===== src/rtl/ps2_pkg.sv =====
// Shared PS/2 constants, frame FSM encoding and the odd-parity helper.
// Imported by the frame receiver and by the downstream scancode decoder.
package ps2_pkg;

  localparam int PS2_FRAME_BITS = 11;
  localparam int PS2_DATA_BITS  = 8;

  // Prefix bytes consumed by the downstream decoder, not by the receiver.
  localparam logic [7:0] BREAK_CODE = 8'hF0;
  localparam logic [7:0] EXT_CODE   = 8'hE0;

  typedef enum logic [1:0] {
    IDLE   = 2'd0,
    DATA   = 2'd1,
    PARITY = 2'd2,
    STOP   = 2'd3
  } ps2_state_e;

  // A frame carries odd parity, so data bits plus parity bit XOR to 1.
  function automatic logic odd_parity_ok(input logic [PS2_DATA_BITS-1:0] d,
                                         input logic                     p);
    return ^{d, p};
  endfunction

endpackage


===== src/rtl/ps2_byte_fifo.sv =====
// Synchronous FIFO with wrap-bit pointers; a push while full is dropped unless a
// pop happens in the same cycle, and stored entries are never overwritten.
module ps2_byte_fifo #(
  parameter int WIDTH = 8,
  parameter int DEPTH = 8
) (
  input  logic                   clk,
  input  logic                   reset,
  input  logic                   push,
  input  logic                   pop,
  input  logic [WIDTH-1:0]       din,
  output logic [WIDTH-1:0]       dout,
  output logic [$clog2(DEPTH):0] level,
  output logic                   full,
  output logic                   empty
);

  localparam int AW = $clog2(DEPTH);

  logic [WIDTH-1:0] r_mem [DEPTH];
  logic [AW:0]      r_wr_ptr;
  logic [AW:0]      r_rd_ptr;
  logic             w_do_push;
  logic             w_do_pop;

  // Same index with opposite wrap bits means the writer has lapped the reader.
  assign empty = (r_wr_ptr == r_rd_ptr);
  assign full  = (r_wr_ptr[AW] != r_rd_ptr[AW]) &&
                 (r_wr_ptr[AW-1:0] == r_rd_ptr[AW-1:0]);

  assign w_do_pop  = pop & ~empty;
  assign w_do_push = push & (~full | w_do_pop);

  assign level = r_wr_ptr - r_rd_ptr;
  assign dout  = empty ? '0 : r_mem[r_rd_ptr[AW-1:0]];

  always_ff @(posedge clk or posedge reset) begin
    if (reset) begin
      r_wr_ptr <= '0;
      r_rd_ptr <= '0;
    end else begin
      if (w_do_push) r_wr_ptr <= r_wr_ptr + 1'b1;
      if (w_do_pop)  r_rd_ptr <= r_rd_ptr + 1'b1;
    end
  end

  always_ff @(posedge clk) begin
    if (w_do_push) r_mem[r_wr_ptr[AW-1:0]] <= din;
  end

endmodule


===== src/rtl/ps2_frame_rx.sv =====
// PS/2 receive front end: synchronises the pins, assembles 11-bit frames and
// queues good bytes; detect is 3-4 clk after a pin edge, downstream stalls via data_ready.
module ps2_frame_rx
  import ps2_pkg::*;
#(
  parameter int FIFO_DEPTH     = 8,
  parameter int TIMEOUT_CYCLES = 50000
) (
  input  logic                        clk,
  input  logic                        reset,
  input  logic                        ps2_clk,
  input  logic                        ps2_data,
  output logic [7:0]                  data_out,
  output logic                        data_valid,
  input  logic                        data_ready,
  output logic [$clog2(FIFO_DEPTH):0] fifo_level,
  output logic [3:0]                  bit_cnt,
  output logic                        parity_err,
  output logic                        frame_err,
  output logic                        overflow
);

  localparam int              TW       = $clog2(TIMEOUT_CYCLES + 1);
  localparam logic [TW-1:0]   TMO_LAST = TW'(TIMEOUT_CYCLES - 1);

  logic [2:0]               r_clk_sync;
  logic [2:0]               r_dat_sync;
  logic                     r_clk_prev;
  ps2_state_e               r_state;
  logic [3:0]               r_bit_cnt;
  logic [PS2_DATA_BITS-1:0] r_shift;
  logic                     r_parity;
  logic [TW-1:0]            r_tmo_cnt;
  logic                     r_parity_err;
  logic                     r_frame_err;
  logic                     r_overflow;

  logic                     w_fall;
  logic                     w_bit;
  ps2_state_e               w_state_nxt;
  logic [3:0]               w_bit_cnt_nxt;
  logic [PS2_DATA_BITS-1:0] w_shift_nxt;
  logic                     w_parity_nxt;
  logic [TW-1:0]            w_tmo_nxt;
  logic                     w_push;
  logic                     w_perr_nxt;
  logic                     w_ferr_nxt;
  logic                     w_full;
  logic                     w_empty;
  logic                     w_pop;

  // Synchronisers preset to the idle-high bus level so reset never fakes an edge.
  always_ff @(posedge clk or posedge reset) begin
    if (reset) begin
      r_clk_sync <= 3'b111;
      r_dat_sync <= 3'b111;
      r_clk_prev <= 1'b1;
    end else begin
      r_clk_sync <= {r_clk_sync[1:0], ps2_clk};
      r_dat_sync <= {r_dat_sync[1:0], ps2_data};
      r_clk_prev <= r_clk_sync[2];
    end
  end

  assign w_fall = r_clk_prev & ~r_clk_sync[2];
  assign w_bit  = r_dat_sync[2];

  always_ff @(posedge clk or posedge reset) begin
    if (reset) begin
      r_state      <= IDLE;
      r_bit_cnt    <= '0;
      r_shift      <= '0;
      r_parity     <= 1'b0;
      r_tmo_cnt    <= '0;
      r_parity_err <= 1'b0;
      r_frame_err  <= 1'b0;
    end else begin
      r_state      <= w_state_nxt;
      r_bit_cnt    <= w_bit_cnt_nxt;
      r_shift      <= w_shift_nxt;
      r_parity     <= w_parity_nxt;
      r_tmo_cnt    <= w_tmo_nxt;
      r_parity_err <= w_perr_nxt;
      r_frame_err  <= w_ferr_nxt;
    end
  end

  always_comb begin
    w_state_nxt   = r_state;
    w_bit_cnt_nxt = r_bit_cnt;
    w_shift_nxt   = r_shift;
    w_parity_nxt  = r_parity;
    w_tmo_nxt     = r_tmo_cnt;
    w_push        = 1'b0;
    w_perr_nxt    = 1'b0;
    w_ferr_nxt    = 1'b0;

    if (r_state == IDLE || w_fall) begin
      w_tmo_nxt = '0;
    end else begin
      w_tmo_nxt = r_tmo_cnt + 1'b1;
    end

    if (w_fall) begin
      case (r_state)
        IDLE: begin
          if (!w_bit) begin
            w_state_nxt   = DATA;
            w_bit_cnt_nxt = 4'd1;
          end else begin
            w_ferr_nxt    = 1'b1;
            w_bit_cnt_nxt = 4'd0;
          end
        end
        DATA: begin
          w_shift_nxt   = {w_bit, r_shift[PS2_DATA_BITS-1:1]};
          w_bit_cnt_nxt = r_bit_cnt + 4'd1;
          if (r_bit_cnt == 4'd8) w_state_nxt = PARITY;
        end
        PARITY: begin
          w_parity_nxt  = w_bit;
          w_bit_cnt_nxt = 4'd10;
          w_state_nxt   = STOP;
        end
        STOP: begin
          w_state_nxt   = IDLE;
          w_bit_cnt_nxt = 4'd0;
          // Stop-bit failure outranks parity failure; only a clean frame pushes.
          if (!w_bit) begin
            w_ferr_nxt = 1'b1;
          end else if (!odd_parity_ok(r_shift, r_parity)) begin
            w_perr_nxt = 1'b1;
          end else begin
            w_push = 1'b1;
          end
        end
        default: begin
          w_state_nxt   = IDLE;
          w_bit_cnt_nxt = 4'd0;
        end
      endcase
    end else if (r_state != IDLE && r_tmo_cnt == TMO_LAST) begin
      w_state_nxt   = IDLE;
      w_bit_cnt_nxt = 4'd0;
      w_ferr_nxt    = 1'b1;
      w_tmo_nxt     = '0;
    end
  end

  assign w_pop = data_ready & ~w_empty;

  // Sticky drop flag: a good byte arrived with no room and no pop to make room.
  always_ff @(posedge clk or posedge reset) begin
    if (reset) begin
      r_overflow <= 1'b0;
    end else if (w_push && w_full && !w_pop) begin
      r_overflow <= 1'b1;
    end
  end

  ps2_byte_fifo #(
    .WIDTH (PS2_DATA_BITS),
    .DEPTH (FIFO_DEPTH)
  ) u_fifo (
    .clk   (clk),
    .reset (reset),
    .push  (w_push),
    .pop   (data_ready),
    .din   (r_shift),
    .dout  (data_out),
    .level (fifo_level),
    .full  (w_full),
    .empty (w_empty)
  );

  assign data_valid = ~w_empty;
  assign bit_cnt    = r_bit_cnt;
  assign parity_err = r_parity_err;
  assign frame_err  = r_frame_err;
  assign overflow   = r_overflow;

endmodule


===== config.mk =====
export PLATFORM = sky130hd
export DESIGN_NAME = ps2_frame_rx
export DESIGN_NICKNAME = d
export VERILOG_FILES = /design/src/rtl/ps2_pkg.sv /design/src/rtl/ps2_byte_fifo.sv /design/src/rtl/ps2_frame_rx.sv
export SDC_FILE = /design/constraint.sdc
export NUM_CORES = 1
export LEC_CHECK = 0
export BUFFER_PORTS_ARGS = -buffer_cell sky130_fd_sc_hd__clkbuf_2
export CAP_MARGIN = 30
export CORE_ASPECT_RATIO = 1.75
export CORE_MARGIN = 4
export CORE_UTILIZATION = 58
export CTS_BUF_LIST = sky130_fd_sc_hd__clkbuf_4 sky130_fd_sc_hd__clkbuf_8
export DETAILED_ROUTE_END_ITERATION = 16
export GPL_ROUTABILITY_DRIVEN = 0
export MAX_ROUTING_LAYER = met4
export PLACE_DENSITY_LB_ADDON = 0.25
export SYNTH_ARGS = -nofsm -noshare
export SYNTH_HDL_FRONTEND = slang
export SYNTH_SLANG_ARGS = --single-unit

===== constraint.sdc =====
create_clock -name clk -period 6.7 [get_ports clk]
set_clock_uncertainty 0.2 [all_clocks]
set_input_delay 0.67 -clock clk [delete_from_list [all_inputs] [get_ports clk]]
set_output_delay 0.67 -clock clk [all_outputs]
set_load 0.02 [all_outputs]

After elaboration in Yosys (flattened, before gate mapping)
Memory sizes are Yosys's and may differ from the RTL's.
Index checks and enable logic that the tools add are counted.
Widths: inputs -> output; s select.
{"block": "totals", "register_bits": 49, "memories": 1, "word_cells": 77, "mem_bits_rw": 64, "in_bits": 5, "out_inout_bits": 20}
{"name": "u_fifo.r_mem", "depth": 8, "word_bits": 8, "rd": 1, "rd_ports_with_merged_regs": 0, "write_ports": 1, "line": "ps2_byte_fifo.sv:20", "text": "logic [WIDTH-1:0] r_mem [DEPTH];"}
{"block": "classes", "n_reduce_logical": 13, "n_addsub": 5, "n_mux": 28, "n_eq_ne": 10, "n_bitwise": 7}
{"operator": "$mux 16", "n": 3}
{"operator": "$add 16x1->16 const B", "n": 1}
{"operator": "$eq 16x16->1 const B", "n": 1}
{"operator": "$pmux 4 s4", "n": 1}
{"operator": "$mux 1", "n": 15}
{"operator": "$add 4x1->4 const B", "n": 3}
{"operator": "$reduce_xor 9->1", "n": 1}
{"operator": "$mux 2", "n": 4}
{"operator": "$mux 4", "n": 2}
{"operator": "$mux 8", "n": 1}
{"operator": "$pmux 2 s4", "n": 1}
{"operator": "$ne 3x3->1 const B", "n": 2}
{"operator": "$eq 2x2->1 const B", "n": 2}
{"operator": "$eq 4x4->1", "n": 1}
{"operator": "$eq 4x4->1 const B", "n": 1}
{"operator": "$logic_and 1x1->1", "n": 4}
{"operator": "$reduce_and 2->1", "n": 2}
{"operator": "$reduce_bool 2->1", "n": 2}
{"operator": "$sub 4x4->4", "n": 1}
{"operator": "$and 1x1->1", "n": 3}
{"operator": "$eq 3x3->1", "n": 1}
{"operator": "$not 1->1", "n": 3}
{"operator": "$reduce_and 3->1", "n": 1}
{"operator": "$eq 2x1->1 const B", "n": 1}
{"operator": "6 further kinds", "n": 6}

Longest topological paths before layout
{"block": "depth", "word_depth": 8, "mapped_depth": 9, "depth_no_buf": 7}

Cells and area by module
A second synthesis with hierarchy kept.
{"block": "hier_totals", "cells_unflattened": 363, "area_unflattened_um2": 5003.5}
{"module": "ps2_byte_fifo", "area_per_inst_um2": 3042.9, "cells_per_inst": 191, "seq_area_each_um2": 2122.0, "n_inst": 1}
{"module": "ps2_frame_rx", "area_per_inst_um2": 1960.6, "cells_per_inst": 172, "seq_area_each_um2": 1034.7, "n_inst": 1}

Least setup slack after synthesis
No wires, ideal clock.
{"block": "synth_path", "kind": "register to register", "from": "reg u_fifo.r_rd_ptr[1]", "to": "mem u_fifo.r_mem[3][0], enable pin", "slack_ps": 3034, "t_arrival_ps": 3071, "path_stages_with_launch": 10, "setup_time_ps": 395, "cell_sequence": "dfrtp_1 clkbuf_1 clkbuf_1 inv_1 ha_1 and4b_1 clkbuf_1 a211oi_2 mux2i_4 nor4_1"}
{"block": "synth_between", "elab_chain_len": 7, "word_cells_on_any_way": 10, "classes_between": "eq/ne: 2; mux: 2; bitwise: 5; reduce/logical: 1"}
{"item": "from (decl)", "line": "ps2_byte_fifo.sv:22", "text": "logic [AW:0] r_rd_ptr;"}
{"item": "from (signal assigned)", "line": "ps2_byte_fifo.sv:43", "text": "if (w_do_pop) r_rd_ptr <= r_rd_ptr + 1'b1;"}
{"item": "$eq 4x4->1 or $eq 3x3->1 (tied branches)", "line": "ps2_byte_fifo.sv:27, ps2_byte_fifo.sv:29"}
{"item": "$not 1->1 or $logic_and 1x1->1 (tied branches)", "line": "ps2_byte_fifo.sv:31, ps2_byte_fifo.sv:28"}
{"item": "$and 1x1->1 or $not 1->1 (tied branches)", "line": "ps2_byte_fifo.sv:31, ps2_byte_fifo.sv:32"}
{"item": "$or 1x1->1 *", "line": "ps2_byte_fifo.sv:32", "text": "assign w_do_push = push & (~full | w_do_pop);"}
{"item": "$and 1x1->1 *", "line": "ps2_byte_fifo.sv:32"}
{"item": "$mux 1 *", "line": "ps2_byte_fifo.sv:48", "text": "if (w_do_push) r_mem[r_wr_ptr[AW-1:0]] <= din;"}
{"item": "$mux 1 (implied by the code) *", "line": "ps2_byte_fifo.sv:48"}
{"item": "to (decl)", "line": "ps2_byte_fifo.sv:20"}
Mark *: on every way between the ends. The rest lies on a longest branch, timed or not.

Worst setup path after layout
{"block": "layout_path", "from": "reg u_fifo.r_rd_ptr[1]", "to": "out data_out[6]"}
{"block": "layout_between", "elab_chain_len": 2, "word_cells_on_any_way": 3, "classes_between": "eq/ne: 1; mux: 1; memory: 1"}
{"item": "$mem_v2 8x8 or $eq 4x4->1 (tied branches)"}
{"item": "$mux 8 *", "line": "ps2_byte_fifo.sv:35", "text": "assign dout = empty ? '0 : r_mem[r_rd_ptr[AW-1:0]];"}
{"item": "to (decl)", "line": "ps2_frame_rx.sv:13", "text": "output logic [7:0] data_out,"}
Marks and branches as above.

==> summary.txt <==
IO Pins: 25
GRT Total Usage: 0.217
Switching portion of total power: 0.354
NumNets Final: 402
Ratio of cells with drive above 1 in the final layout: 0.259
Routed Antenna Nets: 0
Slew margin rel.: 0.332
Multi-input logic area: 1750 um^2
DRT Pass-1 Iters: 4
F_max: 266 MHz
Synth Flop Type: edfxtp_1
Clock sinks: 113
Num CTS Buffers: 17
Net Sw Power: 0.881 mW
Latest clock arrival within the worst-skew pair: 0.42 ns
Crit path capture type: primary output
Worst Max-Slew Pin Slew: 0.994 ns
Filler cells: 635
Startpoint types: register
HPWL Detailed: 6.78 mm
CTS H-tree depth: 4
Vias in the first global route: 3002
Synth warn: 0
Rows: 44
Period Utilization, post-route: 0.562
Slowest stage delay, CP: 0.91 ns
Worst-path clk slew: 0.07 ns
Share of the synthesized area in the top cell type: 0.383
Most area-consuming cells after synthesis: edfxtp_1, dfrtp_1, mux4_2
Path type of the worst setup path: reg -> out
Slowest-stage cell, CP: dfrtp_1
Peak VDD IR: 245 uV
CTS max path bufs: 2
Chip Width: 78.3 um
Vias post-DR: 2895
CTS tree: built
Clk pwr share: 0.250
WL/cell: 18.8 um
Storage element area: 3160 um^2
First-pass GRT wire length: 15.8 mm
Initial antenna violation count: 0
WP data required: 5.83 ns
Post-Synthesis Cells: 343
Vias per std cell: 5.65
Asr flop ratio synth: 0.434
WHS: 0.134 ns
Netlist cell types: 53
Type of the tightest min-delay check: in -> reg
Antenna diodes: 0
# port buffers: 24
Die height: 131 um
Pins Over Slew Limit: 0
Fin. Hold Viols: 0
Iter 0 DRT Violations: 174
Final WL: 9.64 mm
Sequential Power Share: 0.403
Total gr overflow: 0
Combinational share of power: 0.347
RSZ-0062 raised after global routing: no
Minimum clock period: 3.76 ns
Post-synth EDFFs: 64
Final setup vio count: 0
Internal: 1.61 mW
Area delta synth->final: 14.0%
Die area: 10300 um^2
PD cells: 436 nW/um^2
Status: finished clean
Most frequent cell after synthesis: edfxtp_1
Setup Fix Bufs, Post-CTS: 0
Cell Chain, Critical Path: inv_1, ha_1, nand3_1, nor2_1, a21oi_1, clkbuf_2
Worst-path maximum fanout: 21
Leakage: 2.27 nW
Synthesized area: 5020 um^2
Area leader, netlist: edfxtp_1
Drt drc: 0
Crit path DAT: 2.89 ns
Post-synth net total: 361
CTS root buf: clkbuf_8
FF+latch count, synth: 113
# Max-Cap Violations: 0
Seq/Total Area, Yosys: 0.629
Syn_area_per_cell: 14.6 um^2
Core Footprint: 8370 um^2
Post-synth top cells: edfxtp_1, dfrtp_1, nand2_1
Largest net degree at the start of global routing: 34
Final Total Pwr: 2.49 mW
TNS Setup: 0 ns
Initial Utilization: 0.599
[kinds of logic after synthesis]
| logic type | after synthesis | share of synthesized area |
|---|---|---|
| AND/OR/NAND/NOR | 90 | 0.0915 |
| flip-flops | 113 | 0.629 |
| XOR/XNOR | 29 | 0.0611 |
| adder cells (fa/ha/maj) | 13 | 0.0339 |
| AO/OA/AOI/OAI | 39 | 0.0534 |
| buffers and inverters | 28 | 0.0227 |
| multiplexers | 31 | 0.108 |
[power groups by stage]
| stage | Sequential [mW] | Combinational, mW | Clock (mW) |
|---|---|---|---|
| global route | 1.02 | 0.940 | 0.671 |
| global placement | 1.03 | 0.805 | 0 |
| finish | 1.00 | 0.864 | 0.624 |
| detailed placement | 1.02 | 0.865 | 0 |
| floorplan | 0.945 | 0.682 | 0 |
| CTS | 1.00 | 0.877 | 0.635 |
[registers in the layout, indices dropped and copies added (netlist names)]
name	flops
bit_cnt	4
r_clk_sync	3
r_shift	8
u_fifo.r_wr_ptr	4
parity_err	1
r_parity	1
r_state	2
r_tmo_cnt	16
r_clk_prev	1
overflow	1
frame_err	1
u_fifo.r_rd_ptr	4
u_fifo.r_mem	64
r_dat_sync	3
[final timing paths]
check	to	from	slack [ns]	depth (start not counted)
worst max-delay path	data_out[6]	u_fifo.r_rd_ptr[1]$_DFFE_PP0P_	2.94	6
worst min-delay path	r_clk_sync[0]$_DFF_PP1_	ps2_clk	0.13	1
worst max register to register	u_fifo.r_mem[2][6]$_DFFE_PP_	u_fifo.r_rd_ptr[1]$_DFFE_PP0P_	3.06	6
worst min register to register	r_clk_sync[2]$_DFF_PP1_	r_clk_sync[1]$_DFF_PP1_	0.15	0
max in group asynchronous	r_clk_sync[1]$_DFF_PP1_	reset	5.17	4
min in group asynchronous	r_shift[4]$_DFFE_PP0P_	reset	0.56	3
[area by class of cell]
| class | instances | share of cell area |
|---|---|---|
| clock buffer | 19 | 0.0435 |
| clock inverter | 13 | 0.0252 |
| inverter | 17 | 0.0112 |
| multi-input combinational | 202 | 0.305 |
| sequential | 113 | 0.552 |
| tap | 115 | 0.0252 |
| timing repair buffer | 33 | 0.0376 |
[critical path: cells and delay by family, from the launching register on]
family                   cells  cell delay (ns)
flip-flops                   1             0.91
buffers and inverters        2             0.35
adder cells (fa/ha/maj)      1             0.38
AND/OR/NAND/NOR              2             0.68
AO/OA/AOI/OAI                1             0.15
[cell usage in the layout, fill, tap and decap left out, drive strengths merged, types with 2 or more instances in the layout]
cell / n
a2111oi: 4
buf: 8
dfstp: 7
and2: 2
mux4: 16
and3: 4
nand3: 12
a21oi: 13
a21o: 2
mux2i: 3
dfrtp: 42
inv: 16
o21ai: 5
or3: 5
nand4: 4
nand4b: 2
clkbuf: 43
nand2b: 2
clkinvlp: 3
o2bb2ai: 4
edfxtp: 64
clkinv: 8
nor4: 5
xor2: 11
nor2: 17
nor3: 5
xnor3: 2
a211oi: 2
nand2: 26
bufinv: 3
mux2: 12
ha: 12
a31oi: 4
xnor2: 15
[metrics by stage]
step / utilization / setup WS [ns] / instance area [um^2] / cells
finish: 0.683 / 2.94 / 5720 / 512
global route: 0.683 / 2.76 / 5720 / 512
CTS: 0.682 / 2.90 / 5700 / 509
detailed placement: 0.633 / 3.03 / 5300 / 476
global placement: 0.628 / 3.13 / 5250 / 474
floorplan: - / 3.03 / 5020 / 343
[what timing repair did]
| action | CTS | global route |
|---|---|---|
| hold buffers | 1 | 0 |
| hold endpoints to repair | 16 | 0 |
| resized for setup | 0 | 0 |
[metal layers]
layer,GRT usage,vias up,part of all wire
li1,-,1366,-
met1,0.229,1459,0.38
met2,0.395,55,0.57
met3,0.0453,15,0.025
met4,0.0886,0,0.018
met5,-,-,0
Power figures use the tool's default switching activity.
